## config.mk

```make
export PLATFORM = sky130hd
export DESIGN_NAME = transmitter
export DESIGN_NICKNAME = d
export VERILOG_FILES = /design/src/rtl/transmitter_pkg.sv /design/src/rtl/transmitter.sv
export SDC_FILE = /design/constraint.sdc
export NUM_CORES = 1
export LEC_CHECK = 0
export CORE_MARGIN = 2
export CORE_UTILIZATION = 50
export DETAILED_ROUTE_END_ITERATION = 10
export PLACE_DENSITY = 0.87
export SKIP_LAST_GASP = 1
export SYNTH_ARGS = -nofsm -noshare
export SYNTH_HDL_FRONTEND = slang
export SYNTH_SLANG_ARGS = --single-unit
```

## constraint.sdc

```tcl
create_clock -name clk -period 1.6 [get_ports clk]
set_input_delay 0.48 -clock clk [delete_from_list [all_inputs] [get_ports clk]]
set_output_delay 0.48 -clock clk [all_outputs]
set_load 0.05 [all_outputs]
```

## src/rtl/transmitter_pkg.sv

```systemverilog
// Shared UART definitions: transmitter FSM states, frame sizing and the parity rule.
package transmitter_pkg;

    // Default number of data bits per frame.
    localparam int DEF_DATA_BITS = 8;

    // Widest data field the parity helper accepts; narrower bytes are zero-extended.
    localparam int MAX_DATA_BITS = 16;

    // Transmit FSM states. The fourth 2-bit code is unused and recovers to IDLE.
    typedef enum logic [1:0] {
        IDLE = 2'b00,
        SEND = 2'b01,
        STOP = 2'b10
    } state_t;

    // Parity bit for a data word: the XOR of the data bits and the parity bit equals prt
    // (prt=0 gives even parity, prt=1 gives odd parity). Zero-extension leaves the XOR unchanged.
    function automatic logic par(input logic [MAX_DATA_BITS-1:0] data, input logic prt);
        return (^data) ^ prt;
    endfunction

endpackage

```

## src/rtl/transmitter.sv

```systemverilog
// UART transmit stage. On a bit-rate tick it loads the waiting TBR byte and its parity
// bit into the shift register. It then sends start, data (LSB first), parity and stop
// bits on TxD, with one bit per TxEn period.
module transmitter
    import transmitter_pkg::*;
#(
    parameter int DATA_BITS = DEF_DATA_BITS
) (
    input  logic                 clk,
    input  logic                 rst,
    input  logic                 TxEn,
    input  logic [DATA_BITS-1:0] TBR,
    input  logic                 TBRE,
    input  logic                 PRT,
    output logic                 TxD,
    output logic                 clrTBRE,
    output logic                 TSRE
);

    // Payload is data plus parity. The counter must reach PAYLOAD to mark the stop bit.
    localparam int                PAYLOAD  = DATA_BITS + 1;
    localparam int                CNT_W    = $clog2(PAYLOAD + 1);
    localparam logic [CNT_W-1:0]  LAST_CNT = CNT_W'(PAYLOAD);

    state_t             r_state;
    state_t             w_next_state;
    logic               r_txd;
    logic [PAYLOAD-1:0] r_tsr;
    logic [CNT_W-1:0]   r_bit_cnt;

    logic               w_load;
    logic               w_shift;
    logic               w_stop_bit;
    logic               w_illegal;
    logic               w_tsre;
    logic               w_parity;

    assign w_parity = par(MAX_DATA_BITS'(TBR), PRT);

    // State register; advances only on ticks because the next-state logic holds otherwise.
    // NOTE: every clocked assignment is non-blocking so all registers update from pre-edge values.
    always_ff @(posedge clk or posedge rst) begin
        if (rst) begin
            r_state <= IDLE;
        end else begin
            r_state <= w_next_state;
        end
    end

    // Next-state decode: load from IDLE/STOP when a byte waits, stop after the parity bit.
    // NOTE: the default assignment at the top keeps this combinational block free of latches.
    always_comb begin
        w_next_state = r_state;
        case (r_state)
            IDLE: begin
                if (TxEn && !TBRE) begin
                    w_next_state = SEND;
                end
            end
            SEND: begin
                if (TxEn && (r_bit_cnt >= LAST_CNT)) begin
                    w_next_state = STOP;
                end
            end
            STOP: begin
                if (TxEn) begin
                    w_next_state = TBRE ? IDLE : SEND;
                end
            end
            default: begin
                w_next_state = IDLE;
            end
        endcase
    end

    // Output and datapath-control decode from the current state and the tick.
    always_comb begin
        w_load     = 1'b0;
        w_shift    = 1'b0;
        w_stop_bit = 1'b0;
        w_illegal  = 1'b0;
        w_tsre     = 1'b0;
        case (r_state)
            IDLE: begin
                w_tsre = 1'b1;
                w_load = TxEn & ~TBRE;
            end
            SEND: begin
                if (TxEn) begin
                    if (r_bit_cnt < LAST_CNT) begin
                        w_shift = 1'b1;
                    end else begin
                        w_stop_bit = 1'b1;
                    end
                end
            end
            STOP: begin
                w_load = TxEn & ~TBRE;
            end
            default: begin
                w_illegal = 1'b1;
            end
        endcase
    end

    assign clrTBRE = w_load;
    assign TSRE    = w_tsre;
    assign TxD     = r_txd;

    // Shift register, bit counter and registered line output. Reset drives the line idle at once.
    always_ff @(posedge clk or posedge rst) begin
        if (rst) begin
            r_txd     <= 1'b1;
            r_tsr     <= '0;
            r_bit_cnt <= '0;
        end else if (w_illegal) begin
            r_txd     <= 1'b1;
            r_bit_cnt <= '0;
        end else if (w_load) begin
            r_tsr     <= {w_parity, TBR};
            r_txd     <= 1'b0;
            r_bit_cnt <= '0;
        end else if (w_shift) begin
            r_txd     <= r_tsr[0];
            r_tsr     <= r_tsr >> 1;
            r_bit_cnt <= r_bit_cnt + 1'b1;
        end else if (w_stop_bit) begin
            r_txd     <= 1'b1;
            r_bit_cnt <= '0;
        end
    end

endmodule

```

==> metrics.txt <==
CTS Buf Count=3; register area share after synthesis=0.4612; Setup crit end kind=primary output; Initial DRC Count=19; Clock Skew=0.005441 ns; Post-synth top flop=dfrtp_1; minimum clock period=between 1.5 and 2 ns; f_max=just over 0.6 GHz; largest net degree at the start of global routing=17; number of buffers added on ports=15; Die Wd=approximately 46 um; most frequent cell after synthesis=dfrtp_1; synth top area cells=dfrtp_1 43%, a22o_1 8.0%, a21o_1 6.9%, ha_1 4.3%, xnor2_1 4.0%; latest clock arrival within the worst-skew pair=0.29 ns; Post-Route WL=1709 um; Synth Area in Compound Gates=0.2615; Final HPWL DP=~1300 um; die area=roughly 2100 sq um; P per Cell Area=1450 nW/um^2; fin nets=around 130; max-cap viol count=0; Max IR drop VDD=just under 0.0008 V; Seq pwr share=0.366; WP buf/inv=2; P_int=1.162 mW; Crit Path Category=flip-flop to primary output; Worst R2R Path Depth=7; Slew @ Worst Pin=between 0.3 and 0.4 ns; cell count after synthesis=79; CTS Root Cell=clkbuf_4; Final Hold Viols=0; DR pass1 iterations=5; critical path's top delay family=flip-flops; Sw Share=0.3614; Worst R2R End=r_tsr[4]; FP Rows=15; Worst setup SP type=flip-flop; Post-Place Cells=~130; largest family of logic cells by synthesized area=compound AO/OA/AOI/OAI gates; power share of the clock group=0.147; Starting Density=0.5156; post-synth cell types=30; Critical Path, Cell by Cell=or2_4 > inv_4 > buf_12; antenna violations before repair=0; maximum buffer depth of the clock tree=2; post-DR vias/cell=5.470; Synth Cell Area=870.8 sq um; XOR/XNOR share of the synthesized area=0.08621; Total GRT Usage=0.1903; ANT nets after route=0; Worst Path Max Fanout=3; CP Launch Point=r_state[0]; Post-synth EDFFs=0; smallest setup slack after layout=-0.04328 ns; RSZ-0062 raised after global routing=yes; post-synthesis adder-cell area fraction=0.04310; Post-synth top cells=15 x dfrtp_1, 8 x a21o_1, 8 x a22o_1; Ys Warns=0; drt drc=0; Worst Path Arrival=between 1 and 1.5 ns; first-pass GRT wire length=between 2000 and 3000 um; Final Slew Violations=0; post-route cell area=about 1300 sq um; Simple-Gate Fraction of Synth Area=0.1063; Post-Syn Nets=95; gr ovfl total=0; Ports=16; Die H=about 46 um; share of layout cells above drive strength 1=0.3333; WP data required=between 1 and 1.5 ns; H-tree depth=1; leak pwr=between 0.6 and 0.7 nW; clock tree sinks=16; failing checks=setup timing; Core Region=1689 sq um; ys async rst share=1.000; Vias=approximately 730; Synth Area per Inst=around 11 sq um; Finished Layout Cells=between 100 and 150; final period utilization=1.027; switching power=roughly 0.66 mW; area grow syn2layout=44.11%; global placement routability congestion=~0.82; Worst path slowest cell=dfrtp_2; Synth top area share=0.4310; Worst-path clk slew=0.09 ns; headroom to the max-slew limit=0.7851; post-synthesis register bit count=16; post-synthesis mux area share=0; vias in the first global route=715; status=complete, but fails checks; Comb pwr share=0.488; Reg-to-Reg Start=r_bit_cnt[0]; Diodes inserted=0; reg-to-reg slack, setup=roughly 0.08 ns; worst hold path type=primary input to async pin; Setup Viol. Count Final=1; critical path's largest stage delay=0.43 ns; Synth area leader=dfrtp_1; CTS tree=done; wire per inst=12.75 um; Area after DPL=1181 sq um
timing repair:
| item | CTS | global route |
|---|---|---|
| pin swaps | 4 | 4 |
| setup endpoints to repair | 11 | 11 |
| buffers inserted | 2 | 2 |
| resized for setup | 12 | 2 |
| hold buffers | 0 | 0 |
layout make-up:
class                      instances  area, sq um
clock buffer                       4        36.28
fill                             130        434.2
inverter                           6        25.02
multi-input combinational         56        440.4
sequential                        16        402.9
tap                               17        21.27
timing repair buffer              35        329.1
worst reg2reg max path, delay by kind of cell, from the launching register on:
kind	cells	cell delay, ns
and+or+nand+nor	1	0.12
adders and majority gates	1	0.21
AOI/OAI and AO/OA	3	0.46
DFF	1	0.39
buffers and inverters	2	0.24
routing by layer:
metal	global-route usage	vias up	part of all wire	wire [um]
met4	0.1029	0	0.020	35
met1	0.2191	333	0.42	711
met2	0.3239	32	0.50	855
met5	0	-	0	0
li1	-	362	-	-
met3	0.04365	6	0.062	106
metrics by stage:
| stage | power (mW) | hold slack, ns | TNS, ns | setup slack, ns | utilization |
|---|---|---|---|---|---|
| after floorplan | 1.174 | 0.3930 | 0 | 0.02291 | - |
| after global placement | 1.465 | 0.4623 | -4.157 | -0.3756 | 0.6993 |
| after detailed placement | 1.503 | 0.4692 | -4.495 | -0.3821 | 0.6993 |
| after CTS | 1.793 | 0.4906 | -0.04503 | -0.04503 | 0.7311 |
| after global routing | 1.934 | 0.5102 | -0.06783 | -0.06276 | 0.7430 |
| final | 1.820 | 0.4892 | -0.04328 | -0.04328 | 0.7430 |
placed cells by master (no fill, tap or decap), types with 2 or more instances in the layout:
cell type and count:
dfrtp_1 14, nor2_1 3, buf_4 20, xor2_1 2, o21ai_1 2, clkdlybuf4s50_1 6, inv_1 5, nand2_1 6
o21ai_0 4, a21o_1 8, ha_1 3, dlygate4sd2_1 2, buf_12 3, clkbuf_4 3, a22o_1 8, dlymetal6s2s_1 2
xnor2_1 4
worst max path at each step:
stage | to | depth (start not counted) | slack [ns]
after floorplan | TSRE | 1 | 0.02
after global placement | clrTBRE | 5 | -0.38
after detailed placement | clrTBRE | 5 | -0.38
after CTS | clrTBRE | 3 | -0.05
after global routing | clrTBRE | 3 | -0.06
final | clrTBRE | 3 | -0.04
sequential cells by signal (all words and copies together) (netlist names):
signal     count
r_state        2
TxD            1
r_tsr          9
r_bit_cnt      4
cells by family (layout without fill, tap and decap cells):
group / count (synthesis) / after routing
fa+ha+maj: 3 / 3
simple gates: 17 / 17
flops: 16 / 16
buf+inv: 7 / 45
xor+xnor: 7 / 7
compound gates: 29 / 29
power by group through the flow:
stage,registers (mW),clock network [mW],logic (mW)
after global routing,0.683,0.281,0.969
after floorplan,0.692,0,0.482
final,0.666,0.267,0.887
after global placement,0.675,0,0.790
after CTS,0.669,0.270,0.854
after detailed placement,0.685,0,0.818
Power figures use the tool's default switching activity.
